==> config.mk <==
export PLATFORM = sky130hd
export DESIGN_NAME = imm_extend_pipe_flat
export DESIGN_NICKNAME = d
export VERILOG_FILES = /design/src/rtl/imm_ext_pkg.sv /design/src/rtl/imm_extend_pipe_if.sv /design/src/rtl/ext_fifo.sv /design/src/rtl/imm_extend_pipe.sv /design/src/flat_wrapper.sv
export SDC_FILE = /design/constraint.sdc
export NUM_CORES = 1
export LEC_CHECK = 0
export CAP_MARGIN = 20
export CORE_MARGIN = 5
export CORE_UTILIZATION = 58
export DETAILED_ROUTE_END_ITERATION = 10
export PLACE_DENSITY = 0.85
export SETUP_SLACK_MARGIN = 0.4
export SYNTH_ARGS = -nofsm -noshare
export SYNTH_HDL_FRONTEND = slang
export SYNTH_SLANG_ARGS = --single-unit
export TNS_END_PERCENT = 100
==> constraint.sdc <==
create_clock -name clk -period 5.3 [get_ports clk]
set_clock_uncertainty 0.05 [all_clocks]
set_input_delay 1.06 -clock clk [delete_from_list [all_inputs] [get_ports clk]]
set_output_delay 1.06 -clock clk [all_outputs]
set_load 0.005 [all_outputs]
==> src/rtl/imm_ext_pkg.sv <==
// imm_ext_pkg: extension mode encodings and default widths shared by the immediate extender slice
package imm_ext_pkg;
  localparam logic [1:0] MODE_SIGN  = 2'b00;
  localparam logic [1:0] MODE_ZERO  = 2'b01;
  localparam logic [1:0] MODE_BR    = 2'b10;
  localparam logic [1:0] MODE_UPPER = 2'b11;
  localparam int DEF_IN_W  = 16;
  localparam int DEF_OUT_W = 32;
  localparam int DEF_DEPTH = 2;
  typedef logic [1:0] mode_t;
endpackage

==> src/rtl/imm_extend_pipe_if.sv <==
// imm_extend_pipe_if: decode-side push and ALU-side pop handshakes of the immediate extender
//   in_valid/in_ready/in_imm/in_mode : immediate and mode offered by decode
//   out_valid/out_ready/out_data     : extended result at FIFO head
//   occupancy                        : entries currently buffered
interface imm_extend_pipe_if #(
  parameter int IN_W  = imm_ext_pkg::DEF_IN_W,
  parameter int OUT_W = imm_ext_pkg::DEF_OUT_W,
  parameter int DEPTH = imm_ext_pkg::DEF_DEPTH
);
  logic                     in_valid;
  logic                     in_ready;
  logic [IN_W-1:0]          in_imm;
  logic [1:0]               in_mode;
  logic                     out_valid;
  logic                     out_ready;
  logic [OUT_W-1:0]         out_data;
  logic [$clog2(DEPTH):0]   occupancy;
  modport master (output in_valid, in_imm, in_mode, out_ready,
                  input  in_ready, out_valid, out_data, occupancy);
  modport slave  (input  in_valid, in_imm, in_mode, out_ready,
                  output in_ready, out_valid, out_data, occupancy);
endinterface

==> src/rtl/ext_fifo.sv <==
// ext_fifo: synchronous FIFO with occupancy count; storage cleared on reset
//   clk, rst_n        : clock, async active-low reset
//   i_push, i_wdata   : write request and data (ignored when full)
//   i_pop, o_rdata    : read request (ignored when empty) and head entry
//   o_occ, o_full, o_empty : fill level and derived flags
module ext_fifo #(
  parameter int WIDTH = 32,
  parameter int DEPTH = 2
) (
  input  logic                   clk,
  input  logic                   rst_n,
  input  logic                   i_push,
  input  logic                   i_pop,
  input  logic [WIDTH-1:0]       i_wdata,
  output logic [WIDTH-1:0]       o_rdata,
  output logic [$clog2(DEPTH):0] o_occ,
  output logic                   o_full,
  output logic                   o_empty
);
  localparam int AW = $clog2(DEPTH);
  localparam int CW = AW + 1;
  logic [WIDTH-1:0] r_mem [DEPTH];
  logic [AW-1:0]    r_wptr;
  logic [AW-1:0]    r_rptr;
  logic [CW-1:0]    r_cnt;
  logic             w_push;
  logic             w_pop;
  assign o_full  = r_cnt == CW'(DEPTH);
  assign o_empty = r_cnt == '0;
  assign w_push  = i_push && !o_full;
  assign w_pop   = i_pop && !o_empty;
  assign o_rdata = r_mem[r_rptr];
  assign o_occ   = r_cnt;
  // pointers are exactly AW bits, so the increment wraps modulo DEPTH
  always_ff @(posedge clk or negedge rst_n) begin
    if (!rst_n) begin
      r_wptr <= '0;
      r_rptr <= '0;
      r_cnt  <= '0;
      for (int i = 0; i < DEPTH; i++) r_mem[i] <= '0;
    end else begin
      if (w_push) begin
        r_mem[r_wptr] <= i_wdata;
        r_wptr        <= r_wptr + 1'b1;
      end
      if (w_pop) r_rptr <= r_rptr + 1'b1;
      r_cnt <= r_cnt + CW'(w_push) - CW'(w_pop);
    end
  end
endmodule

==> src/rtl/imm_extend_pipe.sv <==
// imm_extend_pipe: extends an immediate in one of four modes and buffers results in a FIFO
//   clk, rst_n : clock, async active-low reset
//   bus        : slave side of imm_extend_pipe_if (push handshake in, pop handshake out)
module imm_extend_pipe import imm_ext_pkg::*; #(
  parameter int IN_W  = DEF_IN_W,
  parameter int OUT_W = DEF_OUT_W,
  parameter int DEPTH = DEF_DEPTH
) (
  input logic               clk,
  input logic               rst_n,
  imm_extend_pipe_if.slave  bus
);
  if (OUT_W <= IN_W + 2 || IN_W < 2 || DEPTH < 2 || (DEPTH & (DEPTH - 1)) != 0) begin : g_bad_params
    $fatal(1, "imm_extend_pipe: illegal IN_W/OUT_W/DEPTH");
  end
  logic [IN_W-1:0]  w_imm;
  logic [OUT_W-1:0] w_sext;
  logic [OUT_W-1:0] w_zext;
  logic [OUT_W-1:0] w_br;
  logic [OUT_W-1:0] w_upper;
  logic [OUT_W-1:0] w_ext;
  logic             w_full;
  logic             w_empty;
  assign w_imm   = bus.in_imm;
  assign w_sext  = {{(OUT_W-IN_W){w_imm[IN_W-1]}}, w_imm};
  assign w_zext  = {{(OUT_W-IN_W){1'b0}}, w_imm};
  // OUT_W > IN_W+2 keeps the sign bit inside the word after the shift
  assign w_br    = w_sext << 2;
  assign w_upper = {w_imm, {(OUT_W-IN_W){1'b0}}};
  assign w_ext   = bus.in_mode == MODE_SIGN ? w_sext :
                   bus.in_mode == MODE_ZERO ? w_zext :
                   bus.in_mode == MODE_BR   ? w_br   : w_upper;
  // handshakes depend on registered fill level only, never on out_ready
  assign bus.in_ready  = !w_full;
  assign bus.out_valid = !w_empty;
  ext_fifo #(.WIDTH(OUT_W), .DEPTH(DEPTH)) u_fifo (
    .clk     (clk),
    .rst_n   (rst_n),
    .i_push  (bus.in_valid),
    .i_pop   (bus.out_ready),
    .i_wdata (w_ext),
    .o_rdata (bus.out_data),
    .o_occ   (bus.occupancy),
    .o_full  (w_full),
    .o_empty (w_empty)
  );
endmodule
==> src/flat_wrapper.sv <==
// flat-port wrapper written by rule: the top's interface ports become plain ports
module imm_extend_pipe_flat import imm_ext_pkg::*;
#(
  parameter int IN_W  = DEF_IN_W,
  parameter int OUT_W = DEF_OUT_W,
  parameter int DEPTH = DEF_DEPTH
)
  (clk, rst_n, bus_in_valid, bus_in_imm, bus_in_mode, bus_out_ready, bus_in_ready, bus_out_valid, bus_out_data, bus_occupancy);
  imm_extend_pipe_if #(.IN_W(IN_W), .OUT_W(OUT_W), .DEPTH(DEPTH)) bus_i ();
  input logic clk;
  input logic rst_n;
  input wire logic [$bits(bus_i.in_valid)-1:0] bus_in_valid;
  input wire logic [$bits(bus_i.in_imm)-1:0] bus_in_imm;
  input wire logic [$bits(bus_i.in_mode)-1:0] bus_in_mode;
  input wire logic [$bits(bus_i.out_ready)-1:0] bus_out_ready;
  output wire logic [$bits(bus_i.in_ready)-1:0] bus_in_ready;
  output wire logic [$bits(bus_i.out_valid)-1:0] bus_out_valid;
  output wire logic [$bits(bus_i.out_data)-1:0] bus_out_data;
  output wire logic [$bits(bus_i.occupancy)-1:0] bus_occupancy;
  assign bus_i.in_valid = bus_in_valid;
  assign bus_i.in_imm = bus_in_imm;
  assign bus_i.in_mode = bus_in_mode;
  assign bus_i.out_ready = bus_out_ready;
  assign bus_in_ready = bus_i.in_ready;
  assign bus_out_valid = bus_i.out_valid;
  assign bus_out_data = bus_i.out_data;
  assign bus_occupancy = bus_i.occupancy;
  imm_extend_pipe #(.IN_W(IN_W), .OUT_W(OUT_W), .DEPTH(DEPTH)) u_core (.clk(clk), .rst_n(rst_n), .bus(bus_i));
endmodule
==> results of run 1 <==
cell families after synthesis:
kind of cell,share of synthesized area
mux,0.3640
flops,0.4648
compound gates,0.06288
simple gates,0.03418
buf+inv,0.05776
xor+xnor,0.009571
fa+ha+maj,0.006834
metal layers:
layer	vias to the layer above	GRT usage	routed length, microns
met4	0	0.09202	154
met3	14	0.03687	283
met1	1100	0.2815	3550
li1	985	-	-
met2	56	0.2994	3339
met5	-	0	0
final cells by class:
type / instances / area share
Tap cell: 77 / 0.02215
Clock buffer: 13 / 0.04114
Multi-Input combinational cell: 157 / 0.4025
Sequential cell: 68 / 0.3913
Inverter: 3 / 0.002589
Clock inverter: 1 / 0.006904
Timing Repair Buffer: 59 / 0.1335
where the power goes:
group / switching (mW) / internal [mW]
registers: 0.151 / 0.761
clock network: 0.189 / 0.264
logic: 0.399 / 0.899
total: 0.739 / 1.92
per-stage QoR:
stage | setup slack, ns | cell area (sq um) | utilization | std cells
final | 2.064 | 4349 | 0.6969 | 378
after global placement | 2.212 | 4140 | 0.6634 | 364
after CTS | 2.045 | 4349 | 0.6969 | 378
after global routing | 1.980 | 4349 | 0.6969 | 378
after floorplan | 3.107 | 3661 | - | 247
after detailed placement | 2.113 | 4140 | 0.6634 | 364
cells in the final DEF (no fill, tap or decap), types with 3 or more instances in the layout:
master,netlist,final
nor2b_1,3,3
mux2_2,37,37
inv_1,3,3
xnor2_1,3,3
clkdlybuf4s50_1,0,56
nand2_1,15,15
a21o_1,14,14
clkbuf_8,0,13
dfrtp_1,68,68
mux2_4,61,61
o2bb2ai_1,13,13
state kept, by name, summed over array words and instances, names as in the netlist:
name and count:
u_core.u_fifo.o_occ 2, u_core.u_fifo.r_rptr 1, u_core.u_fifo.r_mem 64, u_core.u_fifo.r_wptr 1
critical path: stages, from the launching register on:
cell and delay [ns]:
dfrtp_1 0.51, buf_4 0.42, mux2_2 0.40, clkdlybuf4s50_1 0.45
path summary, 6_finish.rpt:
check                                                      start                             endpoint  depth (start not counted)  slack, ns
min in group asynchronous                                  rst_n  u_core.u_fifo.r_mem[35]$_DFFE_PN0P_                          2       0.86
worst max register to register  u_core.u_fifo.o_occ[1]$_DFF_PN0_  u_core.u_fifo.r_mem[33]$_DFFE_PN0P_                          3       3.23
worst max-delay path            u_core.u_fifo.r_rptr$_DFFE_PN0P_                     bus_out_data[24]                          3       2.06
worst min register to register  u_core.u_fifo.r_wptr$_DFFE_PN0N_     u_core.u_fifo.r_wptr$_DFFE_PN0N_                          1       0.46
max in group asynchronous                                  rst_n  u_core.u_fifo.r_mem[60]$_DFFE_PN0P_                          2       3.80
worst min-delay path            u_core.u_fifo.r_wptr$_DFFE_PN0N_     u_core.u_fifo.r_wptr$_DFFE_PN0N_                          1       0.46
==> run metrics, run 1 <==
ANT nets after route=0; CTS tree=yes; crit path max fanout=27; share of cells above drive strength 1=0.3987; register area=1702 sq um; Crit. End Element=output pin; Vias/cell=5.701; DRC=0; Clock Sinks=68; Layout area overhead=18.80%; final setup TNS=0 ns; die area=8001 sq um; initial core utilization=0.5866; routability congestion estimate=0.8063; Worst-Skew Late Latency=0.34 ns; status=finished clean; area of the multi-input gates=1750 sq um; RSZ-0062 raised after global routing=false; Rel. slew slack=0.2817; Final Total Pwr=2.662 mW; final slew viol count=0; DP Wirelength=4.928 mm; clock edge transition at the registers on the reported setup and hold paths=0.07 ns; total CTS buffers=9; vias in the first global route=2268; fin crit period=3.236 ns; die height=89.45 microns; Max IR drop VDD=0.4705 mV; first-pass GRT wire length=11.77 mm; syn_area_per_cell=14.82 sq um; worst hold path type=flip-flop to flip-flop; drt initial violations=135; worst path arrival time=2.13 ns; Yosys top cell area share=0.4648; predominant post-synthesis flop cell=dfrtp_1; Worst Path Required=4.19 ns; sequential-to-total area share from yosys stat=0.4648; Final Cycle Share=0.6105; largest net degree at the start of global routing=69; Routed WL=7.327 mm; Horiz. Die Dim=89.45 microns; Ys Warns=0; hold_ws=0.4577 ns; Synth area leader=dfrtp_1; Synth cell types=23; Synth Register Bits=68; core area=6241 sq um; Rows=29; final setup fails=0; most frequent cell after synthesis=dfrtp_1; Ant. Diodes=0; Via Count=2155; setup bufs post-CTS=0; Setup CP Type=flip-flop to output pin; CTS root buffer=clkbuf_8; Cell Area, Synth=3661 sq um; Final Hold Fails=0; Buffers on Ports=57; CP Launch Type=flip-flop; commonest cells in the netlist=68 x dfrtp_1, 61 x mux2_4, 37 x mux2_2; drt pass-1 iters=4; Ports=58; gr usage total=0.1995; Max Freq=309.0 MHz; Resize count post-CTS=0; Wirelength per Cell=19.38 microns; hold buffers post-CTS=0; ys async rst share=1.000; largest cells by area after synthesis=dfrtp_1 46%, mux2_4 25%, mux2_2 11%; Lkg Pwr=2.047 nW; Synthesized Nets=271; CTS max path bufs=2; global route overflow=0; initial antenna violation count=0; Post-Synthesis Cells=247; number of flops mapped to enable cells by yosys=0; max-capacitance violation count=0; actual slew at the worst max-slew pin=1.077 ns; H-Tree Depth=3; # nets final=322; Pwr per Cell Area=612.1 nW/um^2; Filler cells=437
Power figures use the tool's default switching activity.
==> run 2, diff against run 1 <==
--- a/config.mk
+++ b/config.mk
@@ -7,9 +7,9 @@
 export LEC_CHECK = 0
 export CAP_MARGIN = 20
 export CORE_MARGIN = 5
-export CORE_UTILIZATION = 58
+export CORE_UTILIZATION = 49
 export DETAILED_ROUTE_END_ITERATION = 10
-export PLACE_DENSITY = 0.85
+export PLACE_DENSITY = 0.77
 export SETUP_SLACK_MARGIN = 0.4
 export SYNTH_ARGS = -nofsm -noshare
 export SYNTH_HDL_FRONTEND = slang
==> constraint.sdc (replaced) <==
create_clock -name clk -period 2.7 [get_ports clk]
set_clock_uncertainty 0.05 [all_clocks]
set_input_delay 0.54 -clock clk [delete_from_list [all_inputs] [get_ports clk]]
set_output_delay 0.54 -clock clk [all_outputs]
set_load 0.005 [all_outputs]
==> run 2 against run 1 <==
Against the previous run:
- first-iteration DRC count shrank 18%
- wire length grew 5.6%
- via count grew 0.97%
- sequential power grew 95%
- global-route usage shrank 2.7 points
- critical endpoint is now bus_out_data[20]
==> run metrics, run 2 (synthesized netlist as in run 1, its figures left out) <==
status=finished clean; Biggest register=u_core.u_fifo.r_mem; Filler cells=563 (+29%); Worst-Skew Late Latency=0.34 ns (about the same); CTS tree=yes; Max IR drop VDD=0.4942 mV (+5.1%); RSZ-0062 raised after global routing=true; total CTS buffers=9 (unchanged); Largest register FFs=64 (unchanged); DRC=0 (unchanged); largest net degree at the start of global routing=41 (-41%); H-Tree Depth=3 (unchanged); R2R setup slack=0.86 ns (-2.37 ns); share of cells above drive strength 1=0.4217 (+0.02305); Crit. End Element=output pin; Rows=31 (+6.9%); Buffers on Ports=57 (unchanged); DP Wirelength=5.126 mm (+4.0%); Final Total Pwr=5.611 mW (+110%); final setup fails=0 (unchanged); clock edge transition at the registers on the reported setup and hold paths=0.08 ns (about the same); die height=96.44 microns (+7.8%); initial core utilization=0.5047 (-0.08186); worst hold path type=input pin to async pin; DP Cell Count=391 (+7.4%); Cell Count, Final, Fillers Out=412 (+9.0%); global route overflow=0 (unchanged); Rel. slew slack=0.3656 (+0.08390); Ports=58 (unchanged); drt initial violations=111 (-18%); Final Cycle Share=0.8788; routability congestion estimate=0.8720 (+8.1%); CTS max path bufs=2 (unchanged); CTS root buffer=clkbuf_8; drt pass-1 iters=4 (unchanged); Vias/cell=5.282 (-7.4%); vias in the first global route=2268 (unchanged); commonest non-fill, non-tap cell in the layout=dfrtp_1; die area=9300 sq um (+16%); # nets final=332 (+3.1%); max-capacitance violation count=0 (unchanged); Setup CP Type=flip-flop to output pin; fin crit period=2.373 ns; final setup TNS=0 ns (unchanged); Ant. Diodes=0 (unchanged); Clock Sinks=68 (unchanged); first-pass GRT wire length=11.97 mm (+1.7%); Layout area overhead=25.50%; worst path arrival time=1.78 ns (-0.35 ns); Horiz. Die Dim=96.44 microns (+7.8%); actual slew at the worst max-slew pin=0.9497 ns (-0.1278 ns); Routed WL=7.737 mm (+5.6%); final core occ=0.6334 (-0.06344); gr usage total=0.1723 (-0.02719); Lkg Pwr=2.215 nW (+8.2%); Wirelength per Cell=18.78 microns (-3.1%); hold_ws=0.1554 ns (-0.3023 ns); final slew viol count=0 (unchanged); Worst Path Required=2.11 ns (-2.08 ns); core area=7253 sq um (+16%); ANT nets after route=0 (unchanged); Pwr per Cell Area=1221 nW/um^2 (+100%); initial antenna violation count=0 (unchanged); Via Count=2176 (+0.97%); crit path max fanout=13 (-52%); CP Launch Type=flip-flop; Max Freq=421.4 MHz; most frequent cells in the layout=67 x dfrtp_1, 61 x mux2_4, 50 x clkdlybuf4s50_1; Final Hold Fails=0 (unchanged)
==> run 2: final cells by class <==
cell class                 instances  area (sq um)  share of cell area
multi-input combinational        157          1750              0.3810
sequential                        68          1703              0.3706
timing repair buffer              69         742.0              0.1615
clock inverter                     6         136.4             0.02968
clock buffer                      10         127.6             0.02778
tap                               99         123.9             0.02696
inverter                           3         11.26            0.002451
==> run 2: routing by layer <==
layer	up-vias	wire length [microns]	part of all wire	global-route usage
met1	1104	3596	0.46	0.2422
met2	67	3561	0.46	0.2662
met4	0	92	0.012	0.04206
met3	9	486	0.063	0.04570
li1	996	-	-	-
met5	-	0	0	0
==> run 2: worst paths after layout <==
kind                                                        from                            endpoint  depth (start not counted)
worst max register to register  u_core.u_fifo.o_occ[1]$_DFF_PN0_    u_core.u_fifo.o_occ[1]$_DFF_PN0_                          7
worst min register to register  u_core.u_fifo.r_wptr$_DFFE_PN0N_    u_core.u_fifo.r_wptr$_DFFE_PN0N_                          1
worst max-delay path            u_core.u_fifo.r_rptr$_DFFE_PN0P_                    bus_out_data[20]                          3
min in group clk                u_core.u_fifo.r_wptr$_DFFE_PN0N_    u_core.u_fifo.r_wptr$_DFFE_PN0N_                          1
worst min-delay path                                       rst_n  u_core.u_fifo.r_mem[2]$_DFFE_PN0P_                          1
max in group asynchronous                                  rst_n    u_core.u_fifo.r_rptr$_DFFE_PN0P_                          2
==> run 2: what timing repair did <==
action	CTS	global route
pin swaps	0	0
gates resized for setup	3	8
hold buffers	0	0
buffers inserted	0	4
endpoints found under the setup margin	26	32
hold endpoints to repair	0	0
cloned	0	1
==> run 2: where the power goes <==
group / leakage (nW) / internal [mW] / switching [mW]
combinational: 1.24 / 1.87 / 0.847
sequential: 0.848 / 1.50 / 0.280
clock: 0.127 / 0.709 / 0.408
==> run 2: worst max-delay path, stage by stage (launching register included) <==
cell and delay [ns]:
dfrtp_2 0.44, clkbuf_16 0.21, mux2_2 0.34, clkdlybuf4s50_1 0.44
==> run 2: metrics by stage <==
stage	worst slack (ns)	instance area, sq um
5_1_grt	0.2714	4594
2_1_floorplan	0.8983	3661
3_5_place_dp	0.2452	4243
6_report	0.3272	4594
4_1_cts	0.3058	4519
3_3_place_gp	0.3281	4243
==> run 3, diff against run 2 <==
--- a/config.mk
+++ b/config.mk
@@ -5,7 +5,6 @@
 export SDC_FILE = /design/constraint.sdc
 export NUM_CORES = 1
 export LEC_CHECK = 0
-export CAP_MARGIN = 20
 export CORE_MARGIN = 5
 export CORE_UTILIZATION = 49
 export DETAILED_ROUTE_END_ITERATION = 10
==> results of run 3 <==
Final layout, timing and power as in run 2 (identical DEF).
